===== src/rtl/id_r_queue.sv =====
// ============================================================================
// Module   : id_r_queue
// Brief    : R-type decode stage feeding a DEPTH-entry micro-op FIFO with
//            valid/ready handshake, flush, PC tagging and occupancy output.
// Revision : 1.0 - initial release
// ============================================================================
`default_nettype none

module id_r_queue #(
    parameter int DEPTH       = 4,
    parameter int PC_WIDTH    = 32,
    parameter int OP_WIDTH    = 8,
    parameter int EN_SPECIAL2 = 1
) (
    input  logic                       clk,
    input  logic                       rst,
    input  logic                       flush,
    input  logic                       in_valid,
    output logic                       in_ready,
    input  logic [31:0]                inst,
    input  logic [PC_WIDTH-1:0]        in_pc,
    output logic                       out_valid,
    input  logic                       out_ready,
    output logic [OP_WIDTH-1:0]        op,
    output logic [4:0]                 reg_s,
    output logic [4:0]                 reg_t,
    output logic [4:0]                 reg_d,
    output logic [4:0]                 shift,
    output logic                       flag_unsigned,
    output logic                       flag_invalid,
    output logic [PC_WIDTH-1:0]        out_pc,
    output logic [$clog2(DEPTH):0]     count
);

    localparam int PW = $clog2(DEPTH);
    localparam int CW = PW + 1;

    localparam logic [PW-1:0]       c_ptr_one = PW'(1);
    localparam logic [CW-1:0]       c_cnt_one = CW'(1);
    localparam logic [CW-1:0]       c_depth   = CW'(DEPTH);

    // Micro-op encoding shared with the issue logic
    localparam logic [OP_WIDTH-1:0] c_op_invaild = OP_WIDTH'(0);
    localparam logic [OP_WIDTH-1:0] c_op_sll     = OP_WIDTH'(1);
    localparam logic [OP_WIDTH-1:0] c_op_srl     = OP_WIDTH'(2);
    localparam logic [OP_WIDTH-1:0] c_op_sra     = OP_WIDTH'(3);
    localparam logic [OP_WIDTH-1:0] c_op_sllv    = OP_WIDTH'(4);
    localparam logic [OP_WIDTH-1:0] c_op_srlv    = OP_WIDTH'(5);
    localparam logic [OP_WIDTH-1:0] c_op_srav    = OP_WIDTH'(6);
    localparam logic [OP_WIDTH-1:0] c_op_jr      = OP_WIDTH'(7);
    localparam logic [OP_WIDTH-1:0] c_op_jalr    = OP_WIDTH'(8);
    localparam logic [OP_WIDTH-1:0] c_op_movz    = OP_WIDTH'(9);
    localparam logic [OP_WIDTH-1:0] c_op_movn    = OP_WIDTH'(10);
    localparam logic [OP_WIDTH-1:0] c_op_syscall = OP_WIDTH'(11);
    localparam logic [OP_WIDTH-1:0] c_op_break   = OP_WIDTH'(12);
    localparam logic [OP_WIDTH-1:0] c_op_sync    = OP_WIDTH'(13);
    localparam logic [OP_WIDTH-1:0] c_op_mfhi    = OP_WIDTH'(14);
    localparam logic [OP_WIDTH-1:0] c_op_mthi    = OP_WIDTH'(15);
    localparam logic [OP_WIDTH-1:0] c_op_mflo    = OP_WIDTH'(16);
    localparam logic [OP_WIDTH-1:0] c_op_mtlo    = OP_WIDTH'(17);
    localparam logic [OP_WIDTH-1:0] c_op_mult    = OP_WIDTH'(18);
    localparam logic [OP_WIDTH-1:0] c_op_div     = OP_WIDTH'(19);
    localparam logic [OP_WIDTH-1:0] c_op_add     = OP_WIDTH'(20);
    localparam logic [OP_WIDTH-1:0] c_op_sub     = OP_WIDTH'(21);
    localparam logic [OP_WIDTH-1:0] c_op_and     = OP_WIDTH'(22);
    localparam logic [OP_WIDTH-1:0] c_op_or      = OP_WIDTH'(23);
    localparam logic [OP_WIDTH-1:0] c_op_xor     = OP_WIDTH'(24);
    localparam logic [OP_WIDTH-1:0] c_op_nor     = OP_WIDTH'(25);
    localparam logic [OP_WIDTH-1:0] c_op_slt     = OP_WIDTH'(26);
    localparam logic [OP_WIDTH-1:0] c_op_madd    = OP_WIDTH'(27);
    localparam logic [OP_WIDTH-1:0] c_op_mul     = OP_WIDTH'(28);
    localparam logic [OP_WIDTH-1:0] c_op_msub    = OP_WIDTH'(29);
    localparam logic [OP_WIDTH-1:0] c_op_clz     = OP_WIDTH'(30);
    localparam logic [OP_WIDTH-1:0] c_op_clo     = OP_WIDTH'(31);

    typedef struct packed {
        logic [OP_WIDTH-1:0] op;
        logic                uns;
        logic [4:0]          rs;
        logic [4:0]          rt;
        logic [4:0]          rd;
        logic [4:0]          sa;
        logic [PC_WIDTH-1:0] pc;
    } entry_t;

    entry_t              r_mem [DEPTH];
    entry_t              r_head;
    logic [PW-1:0]       r_wr_ptr;
    logic [PW-1:0]       r_rd_ptr;
    logic [CW-1:0]       r_count;

    logic [OP_WIDTH-1:0] w_op;
    logic                w_uns;
    entry_t              w_dec;
    entry_t              w_head_nxt;
    logic [PW-1:0]       w_rd_nxt;
    logic [CW-1:0]       w_count_nxt;
    logic                w_push;
    logic                w_pop;

    // ---------------------------------------------------------------- decode
    always_comb begin
        w_op  = c_op_invaild;
        w_uns = 1'b0;
        case (inst[31:26])
            6'h00: begin
                case (inst[5:0])
                    6'h00: w_op = c_op_sll;
                    6'h02: w_op = c_op_srl;
                    6'h03: w_op = c_op_sra;
                    6'h04: w_op = c_op_sllv;
                    6'h06: w_op = c_op_srlv;
                    6'h07: w_op = c_op_srav;
                    6'h08: w_op = c_op_jr;
                    6'h09: w_op = c_op_jalr;
                    6'h0a: w_op = c_op_movz;
                    6'h0b: w_op = c_op_movn;
                    6'h0c: w_op = c_op_syscall;
                    6'h0d: w_op = c_op_break;
                    6'h0f: w_op = c_op_sync;
                    6'h10: w_op = c_op_mfhi;
                    6'h11: w_op = c_op_mthi;
                    6'h12: w_op = c_op_mflo;
                    6'h13: w_op = c_op_mtlo;
                    6'h18: w_op = c_op_mult;
                    6'h19: begin w_op = c_op_mult; w_uns = 1'b1; end
                    6'h1a: w_op = c_op_div;
                    6'h1b: begin w_op = c_op_div;  w_uns = 1'b1; end
                    6'h20: w_op = c_op_add;
                    6'h21: begin w_op = c_op_add;  w_uns = 1'b1; end
                    6'h22: w_op = c_op_sub;
                    6'h23: begin w_op = c_op_sub;  w_uns = 1'b1; end
                    6'h24: w_op = c_op_and;
                    6'h25: w_op = c_op_or;
                    6'h26: w_op = c_op_xor;
                    6'h27: w_op = c_op_nor;
                    6'h2a: w_op = c_op_slt;
                    6'h2b: begin w_op = c_op_slt;  w_uns = 1'b1; end
                    default: ;
                endcase
            end
            6'h1c: begin
                if (EN_SPECIAL2 != 0) begin
                    case (inst[5:0])
                        6'h00: w_op = c_op_madd;
                        6'h01: begin w_op = c_op_madd; w_uns = 1'b1; end
                        6'h02: w_op = c_op_mul;
                        6'h04: w_op = c_op_msub;
                        6'h05: begin w_op = c_op_msub; w_uns = 1'b1; end
                        6'h20: w_op = c_op_clz;
                        6'h21: w_op = c_op_clo;
                        default: ;
                    endcase
                end
            end
            default: ;
        endcase
    end

    always_comb begin
        w_dec.op  = w_op;
        w_dec.uns = w_uns;
        w_dec.rs  = inst[25:21];
        w_dec.rt  = inst[20:16];
        w_dec.rd  = inst[15:11];
        w_dec.sa  = inst[10:6];
        w_dec.pc  = in_pc;
    end

    // ------------------------------------------------------------- handshake
    assign in_ready  = (r_count < c_depth);
    assign out_valid = (r_count != '0);
    assign w_push    = in_valid && in_ready && !flush;
    assign w_pop     = out_valid && out_ready && !flush;

    // The head is a register loaded with whatever will sit at the read pointer
    // next cycle; a push into the slot becoming head is forwarded from decode.
    always_comb begin
        w_rd_nxt    = w_pop ? (r_rd_ptr + c_ptr_one) : r_rd_ptr;
        w_head_nxt  = (w_push && (w_rd_nxt == r_wr_ptr)) ? w_dec : r_mem[w_rd_nxt];
        w_count_nxt = r_count;
        if (w_push && !w_pop) begin
            w_count_nxt = r_count + c_cnt_one;
        end else if (w_pop && !w_push) begin
            w_count_nxt = r_count - c_cnt_one;
        end
    end

    always_ff @(posedge clk) begin
        if (w_push && !rst) begin
            r_mem[r_wr_ptr] <= w_dec;
        end
    end

    always_ff @(posedge clk) begin
        if (rst) begin
            r_wr_ptr    <= '0;
            r_rd_ptr    <= '0;
            r_count     <= '0;
            r_head      <= '0;
            r_head.op   <= c_op_invaild;
        end else if (flush) begin
            r_wr_ptr    <= '0;
            r_rd_ptr    <= '0;
            r_count     <= '0;
        end else begin
            if (w_push) begin
                r_wr_ptr <= r_wr_ptr + c_ptr_one;
            end
            r_rd_ptr <= w_rd_nxt;
            r_count  <= w_count_nxt;
            // Head fields hold their last values once the queue drains
            if ((w_push || w_pop) && (w_count_nxt != '0)) begin
                r_head <= w_head_nxt;
            end
        end
    end

    // ---------------------------------------------------------------- outputs
    assign op            = r_head.op;
    assign reg_s         = r_head.rs;
    assign reg_t         = r_head.rt;
    assign reg_d         = r_head.rd;
    assign shift         = r_head.sa;
    assign flag_unsigned = r_head.uns;
    assign flag_invalid  = (r_head.op == c_op_invaild);
    assign out_pc        = r_head.pc;
    assign count         = r_count;

endmodule

`default_nettype wire


===== config.mk =====
export PLATFORM = sky130hd
export DESIGN_NAME = id_r_queue
export DESIGN_NICKNAME = d
export VERILOG_FILES = /design/src/rtl/id_r_queue.sv
export SDC_FILE = /design/constraint.sdc
export NUM_CORES = 1
export LEC_CHECK = 0
export ABC_AREA = 1
export BUFFER_PORTS_ARGS = -buffer_cell sky130_fd_sc_hd__buf_2
export CORE_MARGIN = 5
export CORE_UTILIZATION = 45
export CTS_CLUSTER_DIAMETER = 50
export DETAILED_ROUTE_END_ITERATION = 10
export GPL_TIMING_DRIVEN = 0
export SLEW_MARGIN = 25
export SYNTH_ARGS = -nofsm -noshare
export SYNTH_HDL_FRONTEND = slang
export SYNTH_SLANG_ARGS = --single-unit

===== constraint.sdc =====
create_clock -name clk -period 4.8 [get_ports clk]
set_input_delay 0.72 -clock clk [delete_from_list [all_inputs] [get_ports clk]]
set_output_delay 0.72 -clock clk [all_outputs]
set_load 0.01 [all_outputs]

== Word level (Yosys, flattened, before mapping) ==
Memories as Yosys holds them, arrays and structs flattened. A register that Yosys moved wholly into a read port is not among the register bits.
Index checks and enable logic that the tools add are counted.

* Register bits after elaboration: 15
* Memory bits (writable): 232
* Bits of input ports: 69
* Output and inout bits: 67
* Logic and storage cells: 87
* Memories: 1

* Add/subtract/negate cells: 4
* $lt $le $gt $ge: 1
* Equal/unequal tests: 34
* Mux-type cells: 12
* Bitwise logic cells: 1
* Reductions and logical operators: 30

{| class="wikitable"
|+ Memories
! memory !! words !! bits a word !! read ports !! clocked after Yosys merged registers in !! wr ports !! line !! source
|-
| r_mem || 4 || 58 || 1 || 1 || 1 || 86 || <nowiki>entry_t r_mem [DEPTH];</nowiki>
|}

{| class="wikitable"
|+ Operators with widths
! operator !! number
|-
| $pmux W5 S26 || 1
|-
| $mux W61 || 1
|-
| $eq A6 B6 Y1 const B || 10
|-
| $eq A6 B5 Y1 const B || 9
|-
| $eq A6 B4 Y1 const B || 7
|-
| $pmux W5 S5 || 1
|-
| $eq A6 B3 Y1 const B || 4
|-
| $reduce_or A2 Y1 || 9
|-
| $eq A6 B2 Y1 const B || 2
|-
| $logic_not A6 Y1 || 2
|-
| $pmux W5 S2 || 1
|-
| $logic_and A1 B1 Y1 || 9
|-
| $logic_not A8 Y1 || 1
|-
| $eq A6 B1 Y1 const B || 1
|-
| $mux W3 || 2
|-
| $reduce_bool A3 Y1 || 2
|-
| $reduce_or A5 Y1 || 1
|-
| $add A2 B1 Y2 const B || 2
|-
| $logic_not A1 Y1 || 4
|-
| $mux W1 || 4
|-
| $add A3 B1 Y3 const B || 1
|-
| $lt A3 B3 Y1 const B || 1
|-
| $sub A3 B1 Y3 const B || 1
|-
| $eq A2 B2 Y1 || 1
|-
| other kinds (5) || 5
|}

== Depth between registers and ports, before layout ==
* Depth after elaboration: 10
* Depth in mapped cells: 15

== Worst setup path before layout ==
Ideal clock, no wire load.

* Path kind: in2reg
* From: input flush
* To: memory r_mem[0][0] (netlist bit) (enable)
* Data arrival time: 3644 ps
* Data required time: 4326 ps
* Path slack: 682 ps
* Stages: 5
* Buffers on the path: 0
* Cells stage by stage: inv_2 -> nand3_2 -> nor2_1 -> inv_1 -> nor2_1

* Word-level cells in the longest chain between the ends: 5

{| class="wikitable"
|+ RTL lines
! what !! line !! source
|-
| start: declaration || 17 || <nowiki>input logic flush,</nowiki>
|-
| $logic_not A1 Y1 || 173 || <nowiki>assign w_push = in_valid && in_ready && !flush;</nowiki>
|-
| $logic_and A1 B1 Y1 || 173 ||
|-
| $logic_and A1 B1 Y1 || 190 || <nowiki>if (w_push && !rst) begin</nowiki>
|-
| $mux W1 || 190 ||
|-
| $mux W1 (implied by the code) || 191 || <nowiki>r_mem[r_wr_ptr] <= w_dec;</nowiki>
|-
| end: declaration || 86 ||
|}

No other way between the ends.

== Worst setup path in the final report ==
* From: register r_count[0] (netlist: count[0])
* To: register r_head (netlist bit shift[0])

* Word-level cells in the longest chain between the ends: 10
* Elaborated cells between the ends (all ways): 19
* Those cells by class: add/sub: 2; order compare: 1; mux: 3; reduce/logical: 13

{| class="wikitable"
|+ RTL lines
! what !! line !! source
|-
| start: declaration || 90 || <nowiki>logic [CW-1:0] r_count;</nowiki>
|-
| start signal: assignment || 211 || <nowiki>r_count <= w_count_nxt;</nowiki>
|-
| $lt A3 B3 Y1 || 171 || <nowiki>assign in_ready = (r_count < c_depth);</nowiki>
|-
| $logic_and A1 B1 Y1 (2 in a row) || 173 ||
|-
| $logic_not A1 Y1 || 184 || <nowiki>end else if (w_pop && !w_push) begin</nowiki>
|-
| $logic_and A1 B1 Y1 || 184 ||
|-
| $mux W3 || 184 ||
|-
| $mux W3 || 182 || <nowiki>if (w_push && !w_pop) begin</nowiki>
|-
| $reduce_bool A3 Y1 || 213 || <nowiki>if ((w_push || w_pop) && (w_count_nxt != '0)) begin</nowiki>
|-
| $logic_and A1 B1 Y1 || 213 ||
|-
| $reduce_and A2 Y1 (no source line) || - ||
|-
| end signal: assignment || 214 || <nowiki>r_head <= w_head_nxt;</nowiki>
|-
| end: declaration || 87 || <nowiki>entry_t r_head;</nowiki>
|}

Several ways; a longest one is shown, not always the timed one.
A chain may end at the register's enable or synchronous reset.

==> results by group <==
STA
  – Hold violation total from the final report: 0
  – Final period util: 0.569
  – Post-Route Skew: 0.0158 ns
  – Worst hold slack: 0.437 ns
  – Min Tclk post-route: 2.73 ns
  – Final worst slack: roughly 2.1 ns
  – Final Setup Violations: 0
  – Worst slew pin tran: roughly 0.78 ns
  – Max Slew Vio Count: 0
  – Achievable frequency: ~0.37 GHz
  – Max_slew headroom: 0.478
  – Unrepaired setup endpoints after global routing: false

GRT
  – Global-route wire length before repair: 55200 um
  – Initial antenna violation count: 4
  – GRT Total Usage: 0.209
  – Total gr overflow: 0
  – Vias in the first global route: 10347
  – Largest net degree at the start of global routing: 20

Critical path
  – CP Class: reg2reg
  – Critical-path cell list: inv_1 -> ha_1 -> nand2_2 -> nand4_1 -> nand2_2 -> buf_2 -> clkbuf_1 -> o211ai_1 -> a21oi_1 -> nor2_1 -> nor2_1
  – Critical Path Start Type: register
  – Crit Reg-Reg Startpoint: count[0]
  – CP peak stage delay: 0.61 ns
  – Crit-path max FO: 10
  – Req. time, crit path: 5.23 ns
  – Crit path DAT: 3.16 ns
  – Endpoint class of the critical path: register
  – Crit path from: count[0]
  – CP max stage cell: clkbuf_1

Worst hold path
  – Hold path startpoint: inst[16]
  – Worst Hold Class: in2reg

Clocking
  – Root Buffer: clkbuf_16
  – H-tree levels: 2
  – TritonCTS clock tree: done
  – Clk buf depth: 3
  – Clk Latency, worst-skew pair: roughly 0.51 ns
  – # Post-CTS Setup Buffers: 0
  – TritonCTS buffer count: 38
  – Clk sinks: 297
  – Clock transition at path regs: 0.06 ns
  – Post-CTS Resized: 0
  – Hold_buf cts: 0

Power and ir drop
  – Total power: ~6.3 mW
  – PwrDens: 387 nW/um^2
  – Combinational power share: 0.088
  – Sequential power share: 0.455
  – IR Drop Worst-Case VDD: 0.336 mV
  – Switching share of total power: 0.236
  – Static leakage: ~7 nW
  – Psw: 1.48 mW
  – P_int: 4.80 mW
  – Clk pwr share: 0.458

Synth
  – Synth Instances: 1478
  – Largest family of logic cells by synthesized area: simple AND/OR/NAND/NOR gates
  – Post-synthesis average cell area: 9.08 um^2
  – Post-Syn Area: between 10000 and 15000 um^2
  – Sequential area share after synthesis: 0.616
  – Mux contribution to synthesized area: 0
  – Ys Warns: 0
  – Compound-cell area share of the yosys netlist: 0.0534
  – Synth Area in Adders: 0.00653
  – XOR/XNOR Fraction of Synth Area: 0
  – Simple-gate share of the synthesized area: 0.253
  – Synth Register Bits: 297
  – Distinct cell type count after synthesis: 28

Floorplanning
  – Row count: 63
  – Ports: 136
  – Core area: 29600 um^2
  – Die area: 33400 um^2
  – Die span in x: 183 um
  – Die Span Y: 183 um
  – Starting Density: 0.454

Final layout
  – Commonest non-fill, non-tap cells in the layout: 494 x nand2_1, 232 x edfxtp_1, 156 x buf_2
  – Layout cells sized above 1: 0.157
  – Most common cell after layout, fill and taps aside: nand2_1
  – N_diodes: 0
  – Util after Layout: 0.549
  – Layout Nets: 1740
  – Area grow syn2layout: 21.0%

Route
  – DRC: 0
  – Routed length per instance: between 15 and 20 um
  – Vias: 10532
  – Vias/cell: between 5 and 6
  – 1st-iter DRT viols: 842
  – Post-route ant nets: 0
  – WL final: 35300 um
  – Router iterations before antenna repair: 7

Run status
  – Outcome: completed

Place
  – HPWL Detailed: between 20000 and 25000 um
  – I/O Buffers: ~130
  – Routability Congestion: just under 0.9
  – Post-place setup slack: 1.67 ns

Flow run
  – Max Cap Viol: 0
-- kinds of logic after synthesis --
group | Yosys count
AOI/OAI and AO/OA | 116
adders and majority gates | 7
buffers and inverters | 229
DFF | 297
other | 1
and+or+nand+nor | 828
-- power groups by stage --
stage                     clock network [mW]  registers (mW)  logic [mW]
final                                   2.87            2.85       0.551
after CTS                               2.92            2.85       0.555
after global routing                    3.04            2.86       0.619
after global placement                     0            2.91       0.537
after detailed placement                   0            2.91       0.553
after floorplan                            0            2.93       0.304
-- layout make-up --
| type | count | area [um^2] |
|---|---|---|
| plain buffers | 81 | 392 |
| clock buffers | 48 | 1090 |
| clock inverters | 22 | 211 |
| fillers | 2699 | 13300 |
| inverters | 148 | 556 |
| multi-input cells | 954 | 4240 |
| flip-flops and latches | 297 | 8270 |
| well taps | 390 | 488 |
| repair buffers | 144 | 993 |
-- registers in the layout (all words and copies together), names as in the netlist, 3 cells and up --
name,count
out_pc,32
reg_t,5
op,5
r_mem,232
reg_d,5
count,3
reg_s,5
shift,5
-- worst paths after layout --
check	slack [ns]	end	cells after the start
setup / recovery	2.07	shift[0]	11
hold / removal	0.44	r_mem[3][42]	1
setup reg to reg	2.07	shift[0]	11
hold reg to reg	0.51	reg_t[1]	4
-- stage by stage --
| step | TNS, ns | area [um^2] | std cells |
|---|---|---|---|
| finish | 0 | 16200 | 2084 |
| global placement | -367.45 | 14600 | 2001 |
| CTS | 0 | 16200 | 2084 |
| global route | 0 | 16200 | 2084 |
| detailed placement | 0 | 14900 | 2014 |
| floorplan | 0 | 13400 | 1480 |
-- synth_stat cells, drive strengths merged --
library cell | n | share of area
dfxtp | 65 | 0.097
clkbuf | 32 | 0.0090
inv | 148 | 0.041
and3 | 1 | 0.00047
nor2 | 154 | 0.044
nand3 | 156 | 0.060
nand2 | 499 | 0.14
edfxtp | 232 | 0.52
or2 | 1 | 0.00047
buf | 49 | 0.020
o211ai | 52 | 0.029
o21ai | 5 | 0.0019
nor4 | 1 | 0.00047
a21oi | 58 | 0.022
conb | 1 | 0.00028
ha | 7 | 0.0065
nand4 | 4 | 0.0019
nand3b | 7 | 0.0039
a21boi | 1 | 0.00084
nor3b | 1 | 0.00056
nor3 | 4 | 0.0015
-- layer usage --
metal  wire length [um]  GRT usage  up-vias  part of all wire
met2              17000      0.355      337              0.48
met1              15100      0.274     4877              0.43
met5                 46          0        -            0.0013
met4                864     0.0696        8             0.024
met3               2290     0.0353       80             0.065
li1                   -          -     5230                 -
-- critical path: cells and delay by family (launching register included) --
family                     cells  cell delay [ns]
DFF                            1             0.38
buffers and inverters          3             0.98
AOI/OAI and AO/OA              2             0.31
adders and majority gates      1             0.24
and+or+nand+nor                5             0.71
No activity file was read; power rests on OpenSTA's default activity.
